**config.mk**
```make
export PLATFORM = sky130hd
export DESIGN_NAME = acc_result_viewer
export DESIGN_NICKNAME = d
export VERILOG_FILES = /design/src/rtl/acc_result_viewer_pkg.sv /design/src/rtl/acc_result_viewer_dwell.sv /design/src/rtl/acc_result_viewer.sv
export SDC_FILE = /design/constraint.sdc
export NUM_CORES = 1
export LEC_CHECK = 0
export ABC_AREA = 1
export ABC_CLOCK_PERIOD_IN_PS = 3330
export CORE_MARGIN = 2
export CORE_UTILIZATION = 57
export DETAILED_ROUTE_END_ITERATION = 10
export PLACE_DENSITY = 0.8
export SLEW_MARGIN = 25
export SYNTH_ARGS = -nofsm -noshare
export SYNTH_HDL_FRONTEND = slang
export SYNTH_HIERARCHICAL = 1
export SYNTH_SLANG_ARGS = --single-unit
```
**constraint.sdc**
```tcl
create_clock -name clk -period 3.33 [get_ports clk]
set_input_delay 0.666 -clock clk [delete_from_list [all_inputs] [get_ports clk]]
set_output_delay 0.666 -clock clk [all_outputs]
set_load 0.02 [all_outputs]
```
**src/rtl/acc_result_viewer_pkg.sv**
```systemverilog
// acc_result_viewer_pkg
//   Shared definitions for the accumulator result viewer and other LED
//   display blocks: the display FSM state encoding and the board clock rate.
package acc_result_viewer_pkg;

  // Board oscillator frequency in Hz. A dwell of CLOCK_FREQ cycles is one second.
  localparam int CLOCK_FREQ = 50_000_000;

  // Display FSM states. The encoding is shared with other LED display blocks.
  typedef enum logic [1:0] {
    S_WAIT   = 2'd0,
    S_HOLD   = 2'd1,
    S_SCROLL = 2'd2
  } view_state_e;

endpackage

```
**src/rtl/acc_result_viewer_dwell.sv**
```systemverilog
// dwell_tick_counter
//   Paces how long a value stays on the LEDs. It counts 0..TICK_CNT_MAX-1
//   while en is high and wraps back to 0 by itself. expire is high in the
//   last cycle of each dwell period.
// Ports:
//   clk    in   system clock
//   rst    in   synchronous active-high reset
//   clear  in   force the count back to 0 (has priority over en)
//   en     in   advance the count this cycle
//   expire out  en & (count == TICK_CNT_MAX-1)
module dwell_tick_counter #(
  parameter int TICK_CNT_MAX = 50_000_000
) (
  input  logic clk,
  input  logic rst,
  input  logic clear,
  input  logic en,
  output logic expire
);

  // At least one bit so that TICK_CNT_MAX=1 still gives a legal counter.
  localparam int CW = (TICK_CNT_MAX > 1) ? $clog2(TICK_CNT_MAX) : 1;
  localparam logic [CW-1:0] LAST = CW'(TICK_CNT_MAX - 1);

  logic [CW-1:0] cnt_q, cnt_d;

  assign expire = en & (cnt_q == LAST);

  always_comb begin
    cnt_d = cnt_q;
    if (clear) begin
      cnt_d = '0;
    end else if (en) begin
      cnt_d = (cnt_q == LAST) ? '0 : cnt_q + 1'b1;
    end
  end

  always_ff @(posedge clk) begin
    if (rst) begin
      cnt_q <= '0;
    end else begin
      cnt_q <= cnt_d;
    end
  end

endmodule

```
**src/rtl/acc_result_viewer.sv**
```systemverilog
// acc_result_viewer
//   Captures an accumulator result on the rising edge of done, flags whether
//   it equals EXPECTED, and on a show pulse scrolls the captured word out on
//   four LEDs, MSB nibble first, TICK_CNT_MAX cycles per nibble.
//   All outputs are registered.
// Ports:
//   clk         in   system clock
//   rst         in   synchronous active-high reset
//   done        in   accumulator done level, high while the result is valid
//   acc_result  in   accumulator result, sampled only on the rise of done
//   show        in   one-cycle pulse; starts or restarts the scroll
//   leds        out  LED drive: {3'b000, match} when holding, a nibble when scrolling
//   match       out  captured result == EXPECTED
//   busy        out  high while scrolling
module acc_result_viewer
  import acc_result_viewer_pkg::*;
#(
  parameter int                DWIDTH       = 32,
  parameter int                TICK_CNT_MAX = CLOCK_FREQ,
  parameter logic [DWIDTH-1:0] EXPECTED     = '0
) (
  input  logic              clk,
  input  logic              rst,
  input  logic              done,
  input  logic [DWIDTH-1:0] acc_result,
  input  logic              show,
  output logic [3:0]        leds,
  output logic              match,
  output logic              busy
);

  localparam int NIBBLES = DWIDTH / 4;
  localparam int NW      = (NIBBLES > 1) ? $clog2(NIBBLES) : 1;
  localparam logic [NW-1:0] NIB_MSB = NW'(NIBBLES - 1);

  view_state_e       state_q, state_d;
  logic              done_q;
  logic [DWIDTH-1:0] result_q, result_d;
  logic              match_q, match_d;
  logic [NW-1:0]     nib_idx_q, nib_idx_d;
  logic [3:0]        leds_q, leds_d;
  logic              busy_q, busy_d;

  logic done_rise;
  logic tick_clear;
  logic tick_en;
  logic tick_expire;

  assign done_rise = done & ~done_q;

  // The dwell restarts on any cycle we are not continuing a scroll: outside
  // SCROLL, on an abort, or on a restart so the MSB nibble gets a full dwell.
  assign tick_en    = (state_q == S_SCROLL);
  assign tick_clear = (state_q != S_SCROLL) | ~done | show;

  dwell_tick_counter #(
    .TICK_CNT_MAX(TICK_CNT_MAX)
  ) u_dwell (
    .clk   (clk),
    .rst   (rst),
    .clear (tick_clear),
    .en    (tick_en),
    .expire(tick_expire)
  );

  // State and datapath registers.
  always_ff @(posedge clk) begin
    if (rst) begin
      state_q   <= S_WAIT;
      done_q    <= 1'b0;
      result_q  <= '0;
      match_q   <= 1'b0;
      nib_idx_q <= '0;
      leds_q    <= '0;
      busy_q    <= 1'b0;
    end else begin
      state_q   <= state_d;
      done_q    <= done;
      result_q  <= result_d;
      match_q   <= match_d;
      nib_idx_q <= nib_idx_d;
      leds_q    <= leds_d;
      busy_q    <= busy_d;
    end
  end

  // Next-state logic. Priority: done low > show > dwell expiry.
  always_comb begin
    state_d = state_q;
    case (state_q)
      S_WAIT: begin
        if (done_rise) state_d = S_HOLD;
      end
      S_HOLD: begin
        if (!done)     state_d = S_WAIT;
        else if (show) state_d = S_SCROLL;
      end
      S_SCROLL: begin
        if (!done)                                 state_d = S_WAIT;
        else if (show)                             state_d = S_SCROLL;
        else if (tick_expire && nib_idx_q == '0)   state_d = S_HOLD;
      end
      default: state_d = S_WAIT;
    endcase
  end

  // Datapath and output next values. leds/busy are derived from the next
  // state so they change on the same edge as the state itself.
  always_comb begin
    result_d  = result_q;
    match_d   = match_q;
    nib_idx_d = nib_idx_q;
    case (state_q)
      S_WAIT: begin
        if (done_rise) begin
          result_d = acc_result;
          match_d  = (acc_result == EXPECTED);
        end else begin
          result_d = '0;
          match_d  = 1'b0;
        end
        nib_idx_d = '0;
      end
      S_HOLD, S_SCROLL: begin
        if (!done) begin
          result_d  = '0;
          match_d   = 1'b0;
          nib_idx_d = '0;
        end else if (show) begin
          nib_idx_d = NIB_MSB;
        end else if (state_q == S_SCROLL && tick_expire && nib_idx_q != '0) begin
          nib_idx_d = nib_idx_q - 1'b1;
        end
      end
      default: begin
        result_d  = '0;
        match_d   = 1'b0;
        nib_idx_d = '0;
      end
    endcase

    case (state_d)
      S_HOLD:   leds_d = {3'b000, match_d};
      S_SCROLL: leds_d = result_d[int'(nib_idx_d) * 4 +: 4];
      default:  leds_d = 4'b0000;
    endcase
    busy_d = (state_d == S_SCROLL);
  end

  assign leds  = leds_q;
  assign match = match_q;
  assign busy  = busy_q;

endmodule

```
==> metrics list <==
- Fill cells: 599
- The final count of hold timing violations came to 0.
* CORE AREA: 6790 um^2
- Antenna cell count: 0
- R2R cell count: 16
- Starting utilization of the core area: 0.589
* Post-detailed-route via-to-cell ratio: 5.31
* Post-CTS setup repair buffer count: 0
- Final clock period utilization by the worst path: 0.817
- Reg2reg setup slack: 0.61 ns
- Horizontal die dimension: 87.8 um
- Across every metal layer, demand over resource in global routing totals 0.281.
- Min-delay worst type: reg -> reg
- The worst setup path is of the reg -> reg kind.
- For this design, the CTS-stage hold fixing added 0 buffers.
- Most used DFF post-synth: sky130_fd_sc_hd__dfxtp_1
- Ranked by instance count, the synthesized netlist is headed by 183 x sky130_fd_sc_hd__nand2_1, 96 x sky130_fd_sc_hd__nor2_1, 70 x sky130_fd_sc_hd__dfxtp_1.
- Mean area per synthesized cell: 6.50 um^2
- Dominant delay contributor by cell family on the critical path: simple AND/OR/NAND/NOR gates
* Root buf cell: sky130_fd_sc_hd__clkbuf_8
- Proportion of register bits with asynchronous set or reset after synthesis: 0
- The die is 87.8 um tall.
* Final HPWL from detailed placement: 7480 um
- The clock net in this run drives a total of 70 sinks.
- Global-route wire length before repair: 16900 um
- During synthesis, Yosys emitted a total of 6 warnings.
- Clock-pin slew was measured on the worst setup and hold paths at 0.07 ns.
- Sequential cell area: 1400 um^2
- Relative slew slack: 0.666
- Worst R2R Start: state_q[0]
- Num CTS Buffers: 9
- Data on the critical path arrives at its endpoint at 2.99 ns.
- In the final routed layout, each cell accounts on average for 13.6 um.
- On the critical path, the stage with the largest delay is an instance of sky130_fd_sc_hd__dfxtp_1.
* Footprint of the multi-input gates: 2210 um^2
* Area of the die: 7710 um^2
- Critical Path Start Type: flop
- TritonCTS built the clock tree.
- Fraction of the yosys area taken by sequential cells: 0.350
* Depth of the worst hold-timing path: 2
* Number of max-slew violations in the final report: 0
* H-tree depth: 3
- Clock Skew: 0.00841 ns
- Final setup violation count: 0
* Post-synth EDFFs: 0
- After synthesis, the cell types taking the most area are sky130_fd_sc_hd__dfxtp_1 35%, sky130_fd_sc_hd__nand2_1 17%, sky130_fd_sc_hd__nor2_1 9.0%, sky130_fd_sc_hd__nand3_1 7.1%, sky130_fd_sc_hd__inv_1 5.9%.
- In the routed design, unresolved DRC markers number 0.
- After floorplanning, the core was divided into 30 placement rows.
- Status: completed
- Maximum vdd drop: 0.000210 V
* Maximum operating frequency: 0.368 GHz
* Crit path largest cell delay: 0.33 ns
* Min-Delay Endpoint: u_dwell/cnt_q[0]
* Cell accounting for the most synthesized area: sky130_fd_sc_hd__dfxtp_1
* Number of input and output port buffers inserted: 41
- Number of optimization iterations in the first detailed-route pass: 5
- Reported leakage power: 1.89 nW
- Gates resized during post-CTS repair numbered 0.
* Pin count of the biggest net entering global routing: 42
- The via count of the first global-routing pass was 3546.
- Crit Reg-Reg Endpoint: leds[3]
- Area of the mapped netlist: 4000 um^2
- Of all nets on the critical path, the largest fanout is 5.
- Nets in the synthesized netlist: 662
* Total Nets Final: 701
- Detailed-route wire length: 10200 um
- Startpoint of the worst hold path: u_dwell/cnt_q[0]
- Counting along the longest clock path gives a buffer depth of 2.
- After technology mapping, the gate count stands at 616.
- CP Data Required Time: 3.60 ns
- Sum Neg Setup Slack: 0 ns
- Worst hold slack across all endpoints: 0.509 ns
- End-of-flow core utilization: 0.684
- Final global-route overflow total: 0
- The share of synthesized area in the top cell type comes to 0.350.
- I/O pin count: 42
- The first routing iteration left 379 violations.
- The worst setup path is captured at a flop.
- Fraction of final layout cells sized beyond drive strength 1: 0.100
- Insertion delay of the later-clocked pin in the worst-skew pair: 0.34 ns
- The routed design could run at a clock period as short as 2.72 ns.
- The signal on the critical path passes through inv_1 > ha_1 > nand2_1 > nor2_1 > nand3_1 > nor2_2 > nand3_1 > nand3_1 > o211ai_1 > nand2_1 > a21oi_1 > ha_1 > or2_2 > nor2_1 > nand2_1 > nor2_1.
- For the pin with the worst max-slew slack, the measured transition is 0.499 ns.
* Final RePlAce weighted congestion: 0.926
- Number of max-cap violations: 0
* Overall via count from detail_route: 4018
- In this run the power density over the cells is 389 nW/um^2.
* Most frequent cell after synthesis: sky130_fd_sc_hd__nand2_1
- In this run, synthesis produced a sequential element count of 70.
* Final ANT Viol Nets: 0
- Counting both buffers and inverters, the worst setup path holds a total of 1.
- Setup repair after global routing left no endpoint under its margin.
- Signed area change from the synthesized netlist to the final layout: 16.1%
* Initial antenna violation count: 0
- Post-synthesis cell type count: 39
## cell usage in the layout (no fill, tap or decap), drive strengths merged
cell and instances:
or2 2, bufinv 1, o22ai 1, clkdlybuf4s50 41, clkinv 5, nand3 62, o21ai 33, o211ai 1
o31ai 1, a21oi 9, nor3 8, a31oi 2, and3 1, nand2 194, inv 68, nor3b 1
and2 1, nor2 112, clkbuf 12, mux2i 1, xnor2 5, dfxtp 70, ha 10, buf 5
xor2 5, nand4 9
## per-layer routing
metal  vias to the layer above  GRT usage  routed length (um)
met5                         -          0                   0
met2                       191      0.417                4440
met3                        12     0.0377                 916
met1                      1804      0.428                4780
met4                         0     0.0755                 108
li1                       2011          -                   -
## worst max-delay path by stage
| stage | to | depth (start not counted) | startpoint |
|---|---|---|---|
| 4_1_cts | leds[3] | 16 | state_q[0] |
| 3_5_place_dp | leds[3] | 9 | done |
| 6_report | leds[3] | 16 | state_q[0] |
| 5_1_grt | leds[1] | 16 | state_q[0] |
| 2_1_floorplan | leds[1] | 16 | state_q[0] |
| 3_3_place_gp | leds[1] | 9 | done |
## worst reg2reg max path: stages (launching register included)
cell and delay, ns:
sky130_fd_sc_hd__dfxtp_1 0.33, sky130_fd_sc_hd__inv_1 0.15, sky130_fd_sc_hd__ha_1 0.20, sky130_fd_sc_hd__nand2_1 0.05
sky130_fd_sc_hd__nor2_1 0.09, sky130_fd_sc_hd__nand3_1 0.17, sky130_fd_sc_hd__nor2_2 0.21, sky130_fd_sc_hd__nand3_1 0.15
sky130_fd_sc_hd__nand3_1 0.09, sky130_fd_sc_hd__o211ai_1 0.09, sky130_fd_sc_hd__nand2_1 0.08, sky130_fd_sc_hd__a21oi_1 0.09
sky130_fd_sc_hd__ha_1 0.29, sky130_fd_sc_hd__or2_2 0.32, sky130_fd_sc_hd__nor2_1 0.17, sky130_fd_sc_hd__nand2_1 0.08
sky130_fd_sc_hd__nor2_1 0.09
## stage by stage
stage | power [W] | std cells | setup WS (ns) | instance area [um^2]
finish | 0.00181 | 756 | 0.611 | 4650
global route | 0.00188 | 756 | 0.416 | 4650
global placement | 0.00112 | 740 | 0.439 | 4450
CTS | 0.00181 | 756 | 0.640 | 4650
floorplan | 0.00104 | 616 | 0.977 | 4000
detailed placement | 0.00112 | 740 | 0.343 | 4450
## flip-flops by register name (all words and copies together), names as in the netlist
signal,flops
result_q,32
busy,1
leds,4
state_q,2
nib_idx_q,3
match,1
u_dwell/cnt_q,26
done_q,1
## cell type report
class,instances,share of cell area
inverter,70,0.0568
sequential,70,0.302
clock buffer,12,0.0334
timing repair buffer,46,0.0964
tap,96,0.0258
clock inverter,4,0.00969
multi-input combinational,458,0.476
## power breakdown
| group | internal [W] | switching [W] |
|---|---|---|
| registers | 0.000858 | 0.00000776 |
| clock network | 0.000384 | 0.000317 |
| logic | 0.0000927 | 0.000147 |
| total | 0.00133 | 0.000472 |
## cells by family after synthesis
| group | after synthesis | share of synthesized area |
|---|---|---|
| buffers and inverters | 88 | 0.0972 |
| and+or+nand+nor | 390 | 0.430 |
| adders and majority gates | 10 | 0.0313 |
| AOI/OAI and AO/OA | 47 | 0.0675 |
| muxes | 1 | 0.00250 |
| DFF | 70 | 0.350 |
| xor gates and xnor gates | 10 | 0.0219 |
Note: power is estimated with default switching activity, not from simulation.
